File: src/rtl/sh7604_dmac_sched_pkg.sv
// sh7604_dmac_sched_pkg: shared types and request-source helpers for the SH7604 DMAC scheduler
package sh7604_dmac_sched_pkg;
  typedef enum logic [1:0] {IDLE, GRANT, ABORT} dmac_sched_state_t;
  localparam logic [1:0] RS_DREQ = 2'b00;
  localparam logic [1:0] RS_RXI  = 2'b01;
  localparam logic [1:0] RS_TXI  = 2'b10;
  localparam logic [1:0] RS_NONE = 2'b11;
  function automatic logic src_sel(input logic [1:0] rs, input logic req, input logic rxi, input logic txi);
    return rs == RS_NONE ? 1'b0 : rs == RS_TXI ? txi : rs == RS_RXI ? rxi : req;
  endfunction
endpackage

File: src/rtl/sh7604_dmac_sched_dreq_detect.sv
// sh7604_dmac_sched_dreq_detect: DREQ polarity, optional 2-flop sync and level/edge request register
module sh7604_dmac_sched_dreq_detect #(
  parameter bit DREQ_SYNC = 1'b1
) (
  input  logic clk,
  input  logic rst_n,
  input  logic ce,
  input  logic dreq,
  input  logic ds,
  input  logic dl,
  output logic req
);
  logic [1:0] sync;
  logic       prev;
  logic       pol;
  logic       act;
  // polarity is applied before the synchronizer so reset never reads as an active request
  assign pol = dl ? dreq : ~dreq;
  assign act = DREQ_SYNC ? sync[1] : pol;
  always_ff @(posedge clk or negedge rst_n) begin
    if (!rst_n) begin
      sync <= '0;
      prev <= 1'b0;
      req  <= 1'b0;
    end else if (ce) begin
      sync <= {sync[0], pol};
      prev <= act;
      req  <= act & ~(ds & prev);
    end
  end
endmodule

File: src/rtl/sh7604_dmac_sched.sv
// sh7604_dmac_sched: SH7604 DMAC request detection, pending flags and ch0/ch1 grant arbitration
module sh7604_dmac_sched
  import sh7604_dmac_sched_pkg::*;
#(
  parameter int NUM_CH    = 2,
  parameter bit DREQ_SYNC = 1'b1
) (
  input  logic              clk,
  input  logic              rst_n,
  input  logic              ce_r,
  input  logic              en,
  input  logic              dme,
  input  logic              nmif,
  input  logic              ae,
  input  logic              pr,
  input  logic [NUM_CH-1:0] de,
  input  logic [NUM_CH-1:0] te,
  input  logic [NUM_CH-1:0] ar,
  input  logic [NUM_CH-1:0] tb,
  input  logic [NUM_CH-1:0] ds,
  input  logic [NUM_CH-1:0] dl,
  input  logic [1:0]        rs0,
  input  logic [1:0]        rs1,
  input  logic              dreq0,
  input  logic              dreq1,
  input  logic              rxi_irq,
  input  logic              txi_irq,
  input  logic              xfer_done,
  input  logic              xfer_last,
  output logic              gnt_valid,
  output logic              gnt_ch,
  output logic              gnt_burst,
  output logic              gnt_abort,
  output logic [NUM_CH-1:0] ch_pend,
  output logic              busy
);
  dmac_sched_state_t        state;
  logic                     ce;
  logic                     rr_last;
  logic                     win;
  logic [NUM_CH-1:0]        req, elig, src, own, pend_d, cand, dreq_v;
  logic [NUM_CH-1:0][1:0]   rs_v;
  assign ce        = ce_r & en;
  assign dreq_v    = {dreq1, dreq0};
  assign rs_v      = {rs1, rs0};
  assign elig      = {NUM_CH{dme & ~nmif & ~ae}} & de & ~te;
  assign own       = {NUM_CH{gnt_valid & xfer_done}} & {gnt_ch, ~gnt_ch};
  assign cand      = elig & ch_pend;
  assign win       = &cand ? pr & ~rr_last : cand[1];
  assign gnt_valid = state != IDLE;
  assign gnt_abort = state == ABORT;
  assign busy      = gnt_valid;
  for (genvar n = 0; n < NUM_CH; n++) begin : g_ch
    sh7604_dmac_sched_dreq_detect #(.DREQ_SYNC(DREQ_SYNC)) u_det (
      .clk(clk), .rst_n(rst_n), .ce(ce), .dreq(dreq_v[n]), .ds(ds[n]), .dl(dl[n]), .req(req[n])
    );
    assign src[n] = ar[n] | src_sel(rs_v[n], req[n], rxi_irq, txi_irq);
    // a completed unit clears the flag, but a fresh DREQ edge in the same cycle must not be lost
    assign pend_d[n] = ~elig[n] ? 1'b0
                     : (own[n] & ~ar[n]) ? src[n] & ds[n] & (rs_v[n] == RS_DREQ)
                     : ch_pend[n] | src[n];
  end
  always_ff @(posedge clk or negedge rst_n) begin
    if (!rst_n) begin
      state     <= IDLE;
      gnt_ch    <= 1'b0;
      gnt_burst <= 1'b0;
      ch_pend   <= '0;
      rr_last   <= 1'b1;
    end else if (ce) begin
      ch_pend <= pend_d;
      if (gnt_valid && xfer_done) rr_last <= gnt_ch;
      case (state)
        IDLE: if (|cand) begin
          state     <= GRANT;
          gnt_ch    <= win;
          gnt_burst <= tb[win];
        end
        GRANT: if (xfer_done) state <= (~xfer_last & gnt_burst & pend_d[gnt_ch]) ? GRANT : IDLE;
               else if (~elig[gnt_ch]) state <= ABORT;
        ABORT: if (xfer_done | xfer_last) state <= IDLE;
        default: state <= IDLE;
      endcase
    end
  end
endmodule
File: config.mk
export PLATFORM = sky130hd
export DESIGN_NAME = sh7604_dmac_sched
export DESIGN_NICKNAME = d
export VERILOG_FILES = /design/src/rtl/sh7604_dmac_sched_pkg.sv /design/src/rtl/sh7604_dmac_sched_dreq_detect.sv /design/src/rtl/sh7604_dmac_sched.sv
export SDC_FILE = /design/constraint.sdc
export NUM_CORES = 1
export LEC_CHECK = 0
export ABC_AREA = 1
export CORE_ASPECT_RATIO = 0.7
export CORE_UTILIZATION = 24
export CTS_BUF_LIST = sky130_fd_sc_hd__clkbuf_16
export CTS_CLUSTER_SIZE = 20
export DETAILED_ROUTE_END_ITERATION = 10
export GPL_TIMING_DRIVEN = 0
export HOLD_SLACK_MARGIN = 0.1
export PLACE_DENSITY = 0.52
export SYNTH_ARGS = -nofsm -noshare
export SYNTH_HDL_FRONTEND = slang
export SYNTH_HIERARCHICAL = 1
export SYNTH_SLANG_ARGS = --single-unit
File: constraint.sdc
create_clock -name clk -period 3.2 [get_ports clk]
set_input_delay 0.32 -clock clk [delete_from_list [all_inputs] [get_ports clk]]
set_output_delay 0.32 -clock clk [all_outputs]
set_load 0.005 [all_outputs]
# Word level (Yosys, flattened, before mapping)
# Index checks and enable logic that the tools add are counted.
# word_totals
latch_bits	0
word_cells	97
mem_bits_rw	0
regBits	15
rom_bits	0
memories	0
input_bits	30
# op_classes
shifts	0
muxes	25
bitwise_logic	38
reduce_logical	10
magnitude_cmp	2
n_addsub	0
multipliers	0
div	0
eq_ne	11
# op_table
op	n
$mux W1	20
$and A1 B1 Y1	17
$not A1 Y1	11
$eq A2 B2 Y1 const B	5
$and A2 B2 Y2	4
$mux W2	4
$eq A2 B1 Y1 const B	3
$logic_not A2 Y1	3
$pmux W2 S3	1
$or A1 B1 Y1	5
$lt A1 B2 Y1 const B	2
$reduce_and A2 Y1	2
$reduce_and A4 Y1	1
$ne A3 B3 Y1 const B	1
$reduce_and A3 Y1	1
$ne A2 B1 Y1 const B	1
$ne A2 B2 Y1 const B	1
$not A2 Y2	1
$reduce_bool A2 Y1	1
$reduce_or A2 Y1	1
$logic_and A1 B1 Y1	1

# Logic depth before layout (Yosys ltp)
# logic_depth
word_depth	15
depth_mapped	11
depth_no_buf	11

# Cells and area by module
# The synthesis kept the hierarchy.
# modules_own_cells
module	cells_each	n_inst	area_per_inst_um2
sh7604_dmac_sched	101	1	604.3
sh7604_dmac_sched_dreq_detect	22	2	170.2

# Worst setup path before layout
# No wires, ideal clock.
# synth_timing
path_kind	reg2reg
from	register state[1]
to	register state[0]
stages_incl_launch_ff	10
slack_ps	2064
path_buffers	0
arrival_time_ps	1063
setup_ps	73
path_cell_list	dfrtp_1 -> nor2_2 -> nor2_2 -> nand2_1 -> nand2_1 -> nand2_1 -> nand2_1 -> nand2_1 -> nand3_1 -> a21oi_2
# synth_via
elab_chain_len	12
elab_cells_between_ends	22
cone_classes	eq/ne (5); mux (9); bitwise (5); reduce/logical (3)
# synth_rtl
item	line_no	rtl
start: declaration	sh7604_dmac_sched.sv:37	dmac_sched_state_t state;
start signal: assignment	sh7604_dmac_sched.sv:79	GRANT: if (xfer_done) state <= (~xfer_last & gnt_burst & pend_d[gnt_ch]) ? GRANT : IDLE;
$reduce_bool A2 Y1	sh7604_dmac_sched.sv:50	assign gnt_valid = state != IDLE;
$and A1 B1 Y1	sh7604_dmac_sched.sv:47	assign own = {NUM_CH{gnt_valid & xfer_done}} & {gnt_ch, ~gnt_ch};
$and A2 B2 Y2	sh7604_dmac_sched.sv:47	
$and A1 B1 Y1	sh7604_dmac_sched.sv:60	: (own[n] & ~ar[n]) ? src[n] & ds[n] & (rs_v[n] == RS_DREQ)
$mux W1	sh7604_dmac_sched.sv:60	
$mux W1	sh7604_dmac_sched.sv:59	assign pend_d[n] = ~elig[n] ? 1'b0
$mux W1 (not written as such) (2 in series)	sh7604_dmac_sched.sv:79	
$and A1 B1 Y1	sh7604_dmac_sched.sv:79	
$mux W1	sh7604_dmac_sched.sv:79	
$mux W2	sh7604_dmac_sched.sv:79	
$pmux W2 S3	sh7604_dmac_sched.sv:73	case (state)
# Several ways; a longest one is shown, not always the timed one. The select of a mux whose other input is x is not followed.
# A chain may end at the register's enable or synchronous reset.

# Worst setup path in the final report
# layout_timing
from	register state[1]
to	output port gnt_valid
# layout_via
elab_chain_len	1
# layout_rtl
item	line_no	rtl
$reduce_bool A2 Y1	sh7604_dmac_sched.sv:50	
end: declaration	sh7604_dmac_sched.sv:30	output logic gnt_valid,
# No other way between the ends.

==> impl_metrics.csv <==
group,metric,value,unit
clock_network,cts_buffers,3,
clock_network,postCtsHoldBufs,0,
hold_path,min_from,"g_ch[1].u_det/prev",
hold_path,hold_path.class,"flip-flop to flip-flop",
synth,synthesis.area,945,sq um
place,place_congestion,0.781,
layout,antennaDiodeCount,0,
critical_path,end_kind,"output port",
sta,fin_ws,1.36,ns
critical_path,worstPathCellList,"nor2_2 -> inv_1 -> buf_4 -> clkdlybuf4s50_1",
global_routing,grt-ovfl-total,0,
clock_network,h-tree-depth,1,
die,die-area,4190,sq um
synth,synth.yosys.seq_area_share,0.399,
pwr,peakVddDrop,0.168,mV
detailed_routing,ant_nets,0,
critical_path,crit_path_max_fanout,4,
detailed_routing,post_drt_wl_per_cell,10.2,um
critical_path,worst_path_max_delay_cell,"clkdlybuf4s50_1",
die,die_h,54.5,um
place,post-place-ws,1.47,ns
layout,layout_commonest_cell,"nand2_1",
hold_path,hold_end,"g_ch[1].u_det/prev",
sta,rsz0062_at_grt,"false",
global_routing,grt_pass1_wl,4040,um
synth,yosys_warnings,6,
detailed_routing,wirelength,2400,um
sta,max_slew.worst_pin.slew,0.699,ns
layout,post_route_cells_drive_above_1_share,0.0919,
global_routing,grt_use_total,0.125,
global_routing,grt_max_degree,16,
die,placementRows,18,
clock_network,ctsLongestPathBuffers,2,
sta,fin_crit,1.84,ns
die,initial_core_util,0.259,
critical_path,reg2reg_to,"state[0]",
detailed_routing,dr.pass1.iters,4,
sta,hold_viol_final,0,
run,maxCapViolCount,0,
critical_path,path_delay_family,"buffers and inverters",
layout,nets,216,
sta,holdWs,0.476,ns
critical_path,cp-start-kind,"flip-flop",
clock_network,cts_tree,"done",
critical_path,slowest_delay,0.43,ns
layout,area_delta_synth_final,53.1,%
detailed_routing,num_vias,992,
sta,skew,0.00208,ns
pwr,total_leakage_power,0.694,nW
place,hpwl,1950,um
sta,final-setup-viol-count,0,
layout,final_cell_mix,"nand2_1 (59), clkdlybuf4s50_1 (36), inv_1 (19), dfrtp_1 (14), nand3_1 (13)",
synth,syn_inst,145,
critical_path,r2r_cells,9,
place,place_area,1370,sq um
die,die_x,77.0,um
clock_network,cts_resized,0,
sta,finalCritPeriodShare,0.576,
synth,synth_seq_cells,15,
sta,clock.fmax,542,MHz
pwr,power_density,500,nW/um^2
layout,fillers,390,
clock_network,clockRootBuffer,"clkbuf_16",
critical_path,arrival,1.52,ns
critical_path,cp.buffers_inverters,3,
clock_network,clock_sinks,15,
synth,syn_area_per_cell,6.51,sq um
global_routing,grt_pass1_vias,906,
place,port_buffers,36,
sta,slew_violations,0,
detailed_routing,drc,0,
sta,maxSlewHeadroom,0.533,
synth,ys_types,19,
critical_path,timing.rr.start,"state[1]",
run_status,outcome,"completed",
global_routing,antenna_found_initial,0,
detailed_routing,drt_iter0_markers,59,
die,core_area,3650,sq um
sta,fin_tns_setup,0,ns
clock_network,clock_latency,0.24,ns
synth,synth_nets,175,
critical_path,critPathRequiredTime,2.88,ns
die,pin_count,37,
layout,fin_area,1450,sq um
hold_path,worstHoldPathCells,2,
clock_network,clk_pin_slew_worst_paths,0.05,ns
clock_network,post_cts_buffers,0,
detailed_routing,via_per_inst,4.22,
critical_path,ff2ff_setup_slack,1.91,ns
critical_path,path_class,"flip-flop to output port",
cell type report:
cell class / instances / area [sq um] / share of cell area
sequential: 15 / 377 / 0.260
tap: 50 / 62.6 / 0.0433
multi-input combinational: 103 / 463 / 0.320
inverter: 26 / 97.6 / 0.0675
timing repair buffer: 36 / 360 / 0.249
clock buffer: 3 / 75.1 / 0.0519
buffer: 1 / 7.51 / 0.00519
clock inverter: 1 / 3.75 / 0.00260
worst max-delay path by stage:
stage / endpoint / slack (ns) / from / cells after the start
global route: gnt_valid / 1.27 / state[1] / 4
global placement: gnt_burst / 1.49 / nmif / 7
finish: gnt_valid / 1.36 / state[1] / 4
CTS: gnt_valid / 1.35 / state[1] / 4
floorplan: state[0] / 2.06 / state[1] / 9
detailed placement: gnt_burst / 1.47 / ce_r / 6
sequential cells by signal, indices dropped and copies added, names as in the netlist:
| name | count |
|---|---|
| g_ch.u_det/sync | 4 |
| gnt_ch | 1 |
| gnt_burst | 1 |
| g_ch.u_det/prev | 2 |
| rr_last | 1 |
| ch_pend | 2 |
| state | 2 |
| g_ch.u_det/req | 2 |
layer usage:
metal	vias up	routed length [um]	GRT usage
met5	-	0	0
met4	0	26	0.0377
met3	2	105	0.0317
met2	21	1110	0.223
met1	440	1160	0.152
li1	529	-	-
cells in the mapped netlist, drive strengths merged:
master / number / area (sq um)
clkinv: 2 / 7.51
dfrtp: 14 / 350
a21oi: 2 / 13.8
nor2: 14 / 60.1
nor3: 1 / 16.3
dfstp: 1 / 26.3
nor4: 1 / 6.26
o21ai: 6 / 30.0
inv: 24 / 90.1
nand3: 14 / 75.1
buf: 1 / 7.51
o21bai: 1 / 7.51
nand2: 59 / 221
nand3b: 1 / 7.51
a31oi: 4 / 25.0
report_power, final:
part	total (mW)	switching [mW]	internal [mW]
registers	0.261	0.0296	0.231
clock network	0.237	0.0720	0.165
logic	0.226	0.105	0.121
total	0.723	0.206	0.517
worst register-to-register path: stages, from the launching register on:
cell and delay [ns]:
dfrtp_1 0.41, nor2_2 0.21, nor2_2 0.08, nand2_1 0.06, nand2_1 0.05, nand2_1 0.05, nand2_1 0.07, nand2_1 0.06
nand3_1 0.09, a21oi_2 0.13
per-stage QoR:
stage               power, mW  instances   util
floorplan               0.382        145      -
global placement        0.488        231  0.375
detailed placement      0.492        231  0.375
CTS                     0.734        235  0.396
global route            0.776        235  0.396
finish                  0.723        235  0.396
kinds of logic after synthesis:
kind of cell	Yosys count	synth area share
AO/OA/AOI/OAI	13	0.0808
flip-flops	15	0.399
AND/OR/NAND/NOR	90	0.409
buffers and inverters	27	0.111
No activity file was read; power rests on OpenSTA's default activity.
